File: src/rtl/localbus_arbiter_dec.sv
// -----------------------------------------------------------------------------
// localbus_arbiter_dec
// Decodes the master's LocalBus address against NSLV base/mask windows and
// runs one transaction at a time to the selected slave. A transaction has a
// ready handshake, slave wait states, a timeout and a decode-error response.
//
// Ports:
//   clk, rst_n          clock, asynchronous active-low reset
//   req_i               master request; addr/qin/we held stable until ready
//   addr_i, qin_i, we_i master address, write data, byte enables (0 = read)
//   qout_o              read data, valid while ready_o=1
//   ready_o             one-cycle completion pulse
//   err_o               error response, valid while ready_o=1
//   s_sel_o             one-hot slave select (ACCESS only)
//   s_addr_o, s_wdata_o latched address / write data shared by all slaves
//   s_we_o              per-slave byte enables, pulsed on first ACCESS cycle
//   s_rdata_i           per-slave read data
//   s_ready_i           per-slave completion
//
// Optional error log (define LOCALBUS_ERRLOG_EN):
//   err_clr_i           clears the log
//   err_addr_o          address of the last error response
//   err_code_o          2'b01 decode error, 2'b10 timeout
// -----------------------------------------------------------------------------
module localbus_arbiter_dec #(
    parameter int unsigned              XLEN     = 32,
    parameter int unsigned              NSLV     = 5,
    parameter logic [NSLV*XLEN-1:0]     SLV_BASE = {32'h0400_0000, 32'h0300_0000,
                                                    32'h0200_0000, 32'h0100_0000,
                                                    32'h0000_0000},
    parameter logic [NSLV*XLEN-1:0]     SLV_MASK = {NSLV{32'hFF00_0000}},
    parameter int unsigned              TIMEOUT  = 255,
    parameter int unsigned              TW       = 16
) (
    input  logic                 clk,
    input  logic                 rst_n,
`ifdef LOCALBUS_ERRLOG_EN
    input  logic                 err_clr_i,
    output logic [XLEN-1:0]      err_addr_o,
    output logic [1:0]           err_code_o,
`endif
    input  logic                 req_i,
    input  logic [XLEN-1:0]      addr_i,
    input  logic [XLEN-1:0]      qin_i,
    input  logic [3:0]           we_i,
    output logic [XLEN-1:0]      qout_o,
    output logic                 ready_o,
    output logic                 err_o,
    output logic [NSLV-1:0]      s_sel_o,
    output logic [XLEN-1:0]      s_addr_o,
    output logic [XLEN-1:0]      s_wdata_o,
    output logic [4*NSLV-1:0]    s_we_o,
    input  logic [NSLV*XLEN-1:0] s_rdata_i,
    input  logic [NSLV-1:0]      s_ready_i
);

    localparam int unsigned IW = (NSLV > 1) ? $clog2(NSLV) : 1;

    typedef enum logic [1:0] {StIdle, StAccess, StResp} state_e;

    state_e          state_q, state_d;
    logic [XLEN-1:0] addr_q, addr_d;
    logic [XLEN-1:0] wdata_q, wdata_d;
    logic [3:0]      we_q, we_d;
    logic [IW-1:0]   idx_q, idx_d;
    logic [TW-1:0]   cnt_q, cnt_d;
    logic [XLEN-1:0] qout_q, qout_d;
    logic            err_q, err_d;

    logic            hit_any;
    logic [IW-1:0]   hit_idx;
    logic            sel_ready;
    logic [XLEN-1:0] sel_rdata;
    logic            to_hit;
    logic            log_dec;
    logic            log_to;

    // Priority decode: scanning from the top down lets the lowest index win.
    always_comb begin
        hit_any = 1'b0;
        hit_idx = '0;
        for (int i = NSLV - 1; i >= 0; i--) begin
            if ((addr_i & SLV_MASK[i*XLEN +: XLEN]) ==
                (SLV_BASE[i*XLEN +: XLEN] & SLV_MASK[i*XLEN +: XLEN])) begin
                hit_any = 1'b1;
                hit_idx = IW'(i);
            end
        end
    end

    assign sel_ready = s_ready_i[idx_q];
    assign sel_rdata = s_rdata_i[idx_q*XLEN +: XLEN];
    assign to_hit    = (cnt_q == TW'(TIMEOUT));

    // Error events, taken on the edge that enters RESP with err=1.
    assign log_dec = (state_q == StIdle) && req_i && !hit_any;
    assign log_to  = (state_q == StAccess) && !sel_ready && to_hit;

    always_comb begin
        state_d = state_q;
        addr_d  = addr_q;
        wdata_d = wdata_q;
        we_d    = we_q;
        idx_d   = idx_q;
        cnt_d   = cnt_q;
        qout_d  = qout_q;
        err_d   = err_q;
        unique case (state_q)
            StIdle: begin
                if (req_i) begin
                    addr_d  = addr_i;
                    wdata_d = qin_i;
                    we_d    = we_i;
                    idx_d   = hit_idx;
                    cnt_d   = '0;
                    if (hit_any) begin
                        state_d = StAccess;
                    end else begin
                        state_d = StResp;
                        err_d   = 1'b1;
                        qout_d  = '0;
                    end
                end
            end
            StAccess: begin
                if (sel_ready) begin
                    // Writes return zero data.
                    qout_d  = (we_q != 4'b0000) ? '0 : sel_rdata;
                    err_d   = 1'b0;
                    state_d = StResp;
                end else if (to_hit) begin
                    qout_d  = '0;
                    err_d   = 1'b1;
                    state_d = StResp;
                end else begin
                    cnt_d = cnt_q + 1'b1;
                end
            end
            StResp: begin
                state_d = StIdle;
            end
            default: begin
                state_d = StIdle;
            end
        endcase
    end

    always_ff @(posedge clk or negedge rst_n) begin
        if (!rst_n) begin
            state_q <= StIdle;
            addr_q  <= '0;
            wdata_q <= '0;
            we_q    <= '0;
            idx_q   <= '0;
            cnt_q   <= '0;
            qout_q  <= '0;
            err_q   <= 1'b0;
        end else begin
            state_q <= state_d;
            addr_q  <= addr_d;
            wdata_q <= wdata_d;
            we_q    <= we_d;
            idx_q   <= idx_d;
            cnt_q   <= cnt_d;
            qout_q  <= qout_d;
            err_q   <= err_d;
        end
    end

    // Strobes decode straight from the state so an async reset drops them at once.
    // cnt_q is zero only on the first ACCESS cycle, giving a single write strobe.
    always_comb begin
        s_sel_o = '0;
        s_we_o  = '0;
        if (state_q == StAccess) begin
            s_sel_o[idx_q] = 1'b1;
            if (cnt_q == '0) begin
                s_we_o[idx_q*4 +: 4] = we_q;
            end
        end
    end

    assign ready_o   = (state_q == StResp);
    assign err_o     = (state_q == StResp) && err_q;
    assign qout_o    = qout_q;
    assign s_addr_o  = addr_q;
    assign s_wdata_o = wdata_q;

`ifdef LOCALBUS_ERRLOG_EN
    logic [XLEN-1:0] err_addr_q;
    logic [1:0]      err_code_q;

    // A new error takes priority over a simultaneous clear.
    always_ff @(posedge clk or negedge rst_n) begin
        if (!rst_n) begin
            err_addr_q <= '0;
            err_code_q <= 2'b00;
        end else if (log_dec) begin
            err_addr_q <= addr_i;
            err_code_q <= 2'b01;
        end else if (log_to) begin
            err_addr_q <= addr_q;
            err_code_q <= 2'b10;
        end else if (err_clr_i) begin
            err_addr_q <= '0;
            err_code_q <= 2'b00;
        end
    end

    assign err_addr_o = err_addr_q;
    assign err_code_o = err_code_q;
`else
    logic unused_log;
    assign unused_log = log_dec ^ log_to;
`endif

endmodule

File: config.mk
export PLATFORM = sky130hd
export DESIGN_NAME = localbus_arbiter_dec
export DESIGN_NICKNAME = d
export VERILOG_FILES = /design/src/rtl/localbus_arbiter_dec.sv
export SDC_FILE = /design/constraint.sdc
export NUM_CORES = 1
export LEC_CHECK = 0
export ABC_AREA = 1
export ABC_CLOCK_PERIOD_IN_PS = 3700
export BUFFER_PORTS_ARGS = -buffer_cell sky130_fd_sc_hd__clkbuf_2
export CORE_ASPECT_RATIO = 0.8
export CORE_MARGIN = 10
export CORE_UTILIZATION = 51
export CTS_BUF_LIST = sky130_fd_sc_hd__clkbuf_2
export CTS_CLUSTER_DIAMETER = 120
export DETAILED_ROUTE_END_ITERATION = 7
export GPL_ROUTABILITY_DRIVEN = 0
export PLACE_DENSITY = 0.89
export SLEW_MARGIN = 20
export SYNTH_ARGS = -nofsm -noshare
export SYNTH_HDL_FRONTEND = slang
export SYNTH_SLANG_ARGS = --single-unit
File: constraint.sdc
create_clock -name clk -period 3.7 [get_ports clk]
set_input_delay 0.37 -clock clk [delete_from_list [all_inputs] [get_ports clk]]
set_output_delay 0.37 -clock clk [all_outputs]
set_load 0.01 [all_outputs]
==> metrics.cfg <==
[setup_path]
path_buf_inv = 3
path_common_cell = inv_1
worst_path_max_delay_cell = dfrtp_2
worst-path-max-fanout = 21
cp-end-kind = output pin
max_stage_delay_ns = 0.70
critical_path_class = reg2out
path_cells = inv_1 > ha_1 > inv_1 > a21oi_1 > nand3_1 > nor2_1 > clkbuf_2
rrSetupSlack_ns = 1.04
arrival_ns = 2.97
cp-start-kind = flip-flop
crit_family = flip-flops
worst_ep_required_time_ns = 3.33

[layout]
final_core_util_pct = 74.8
drive_above_1_share_pct = 31.3
area_growth_pct = 42.1
nNetsFinal = 1591
fin_cells = 1540

[sta]
hold_ws_ns = 0.0641
tightest_slew_ns = 0.954
rsz0062_at_grt = no
fin_tns_setup_ns = 0
finClkSkew_ns = 0.0444
slew-limit-headroom_pct = 36.4
max_freq_mhz = 299
setup_viol = 0
hold_viol = 0
maxSlewViolCount = 0
fin_crit_ns = 3.34
period_share_pct = 90.2

[synth]
syn_nets = 1180
async_reset_ff_share_pct = 100
synth-edff-count = 0
synth_top_flop_cell = dfrtp_1
yosysSeqAreaShare_pct = 44.6
ys_warn_count = 0
syn_inst = 936
avgSynthCellArea_um2 = 7.31
synth_area_leaders = dfrtp_1 45%, nand2_1 20%, nor2_1 6.7%
yosysTopAreaCell = dfrtp_1
syn_area_um2 = 6850
synth_top_area_share_pct = 44.6
ys_seq_elements = 122
synth.distinct_cells = 35

[clock_network]
cts_root_buf = clkbuf_2
clk-insertion-delay-late_ns = 0.69
htreeDepth = 4
cts_tree = yes
cts_max_path_buffers = 2
cts_sinks = 122
clkTransAtPathRegs_ns = 0.21
cts_buffers = 17
cts_setup_buffers = 0

[route]
routed_wl_um = 30900
ant_nets = 0
vias_per_cell = 5.71
drt_iter0_drc = 983
num_vias = 8786
route.detailed.drc = 5
dr.pass1.iters = 8
wl_per_cell_um = 20.1

[pwr]
power_frac_comb_pct = 22.0
vdd_drop_max_uv = 317
power.total_mw = 3.25
power_density_nw_per_um2 = 334
leakagePower_nw = 5.36
seq_power_share_pct = 47.7
switching_share_pct = 33.7
pwr-share-clk_pct = 30.3
p_switching_mw = 1.09
p_int_mw = 2.15

[global_routing]
antenna_found_initial = 4
grt_use_met2_pct = 52.3
grt_max_degree = 105
grt_pass1_wl_um = 46100
gr-usage-met1_pct = 36.1
grt_pass1_vias = 8457
grt_overflow = 0
grt.met3_usage_pct = 9.82
grt_use_total_pct = 31.5
grt-busiest-layer = met2

[floorplan]
start_util_pct = 52.6
placementRows = 37
dieWidth_um = 150
pin_count = 359
die_y_um = 124
die-area_um2 = 18500
core_um2 = 13000

[run_status]
violations = design-rule violations
run_status = complete, but fails checks

[job]
drv_cap = 0

[placement]
place.detailed.hpwl_um = 20300
dp.cells = 1420
portBuffers = 358

[worst_hold_path]
hold_path_class = in2reg

-- routing by layer --
layer	vias to the layer above	routed length, um
met5	-	0
li1	3893	-
met3	152	3810
met4	0	1830
met2	758	14600
met1	3983	10700
-- layout by cell type (no fill, tap or decap), types with 3 or more instances in the layout --
cell             n
nor3_1           6
buf_4           10
o21ai_1         13
o221ai_1        32
dlygate4sd3_1   83
inv_1           31
clkbuf_2       375
o21ai_0         71
nand3_1         31
nand4_1         40
nand2_2          3
ha_1             8
or2_2            4
inv_2            4
nand3_2          3
inv_6            7
dfrtp_1        120
xor2_1           4
o21bai_1         3
nand2_1        364
bufinv_16        3
nor2_1         123
diode_2          5
-- final timing paths --
path	depth (start not counted)	from	to
max in group asynchronous	3	rst_n	s_wdata_o[14]
setup / recovery	7	idx_q[2]	s_we_o[11]
hold / removal	5	s_rdata_i[99]	qout_o[3]
setup reg to reg	10	idx_q[0]	qout_o[29]
min in group asynchronous	2	rst_n	s_wdata_o[25]
hold reg to reg	2	qout_o[9]	qout_o[9]
-- Yosys cell counts (4+ instances only) --
master / n
o221ai_1: 32
buf_4: 7
inv_1: 32
nand4_1: 40
xor2_1: 4
ha_1: 8
dfrtp_1: 122
buf_1: 4
nor2_1: 123
clkbuf_1: 26
o21ai_1: 13
nand3_1: 31
nor3_1: 6
or2_2: 4
o21ai_0: 71
nand2_1: 365
buf_2: 14
inv_2: 4
-- through the flow --
stage / worst slack (ns) / instance area, um2
finish: 0.361 / 9730
global placement: 1.04 / 8610
global route: 0.267 / 9730
detailed placement: 0.962 / 8610
floorplan: 1.33 / 6850
CTS: 0.154 / 9710
-- power groups by stage --
stage	Sequential, mW	Clock, mW	Combinational (mW)
6_report	1.55	0.984	0.714
5_1_grt	1.56	1.04	0.772
4_1_cts	1.53	0.983	0.678
3_5_place_dp	1.55	0	0.609
3_3_place_gp	1.55	0	0.592
2_1_floorplan	1.59	0	0.228
-- cell type report --
type / count / area (um2)
multi-input combinational: 720 / 3340
clock buffer: 18 / 90.1
sequential: 122 / 3060
tap: 175 / 219
timing repair buffer: 450 / 2690
antenna: 5 / 12.5
clock inverter: 14 / 181
inverter: 36 / 136
fill: 954 / 3280
-- worst reg2reg max path, delay by kind of cell, from the launching register on --
kind,cells,cell delay (ns)
simple gates,8,1.40
buf+inv,2,0.77
flops,1,0.46
-- cells by family after synthesis --
| kind of cell | after synthesis | synth area share [%] |
|---|---|---|
| buf+inv | 94 | 6.63 |
| xor+xnor | 4 | 0.512 |
| simple gates | 586 | 36.0 |
| compound gates | 122 | 10.8 |
| flops | 122 | 44.6 |
| fa+ha+maj | 8 | 1.46 |
-- state kept, by name (all words and copies together), names as in the netlist --
register	cells
s_wdata_o	32
state_q	2
we_q	4
qout_o	32
s_addr_o	32
idx_q	3
cnt_q	16
err_q	1
-- what timing repair did --
item	in CTS	in global routing
hold buffers	83	0
gates resized for setup	0	1
hold endpoints to repair	144	0
setup endpoints to repair	0	1
(Power assumes the default switching activity.)
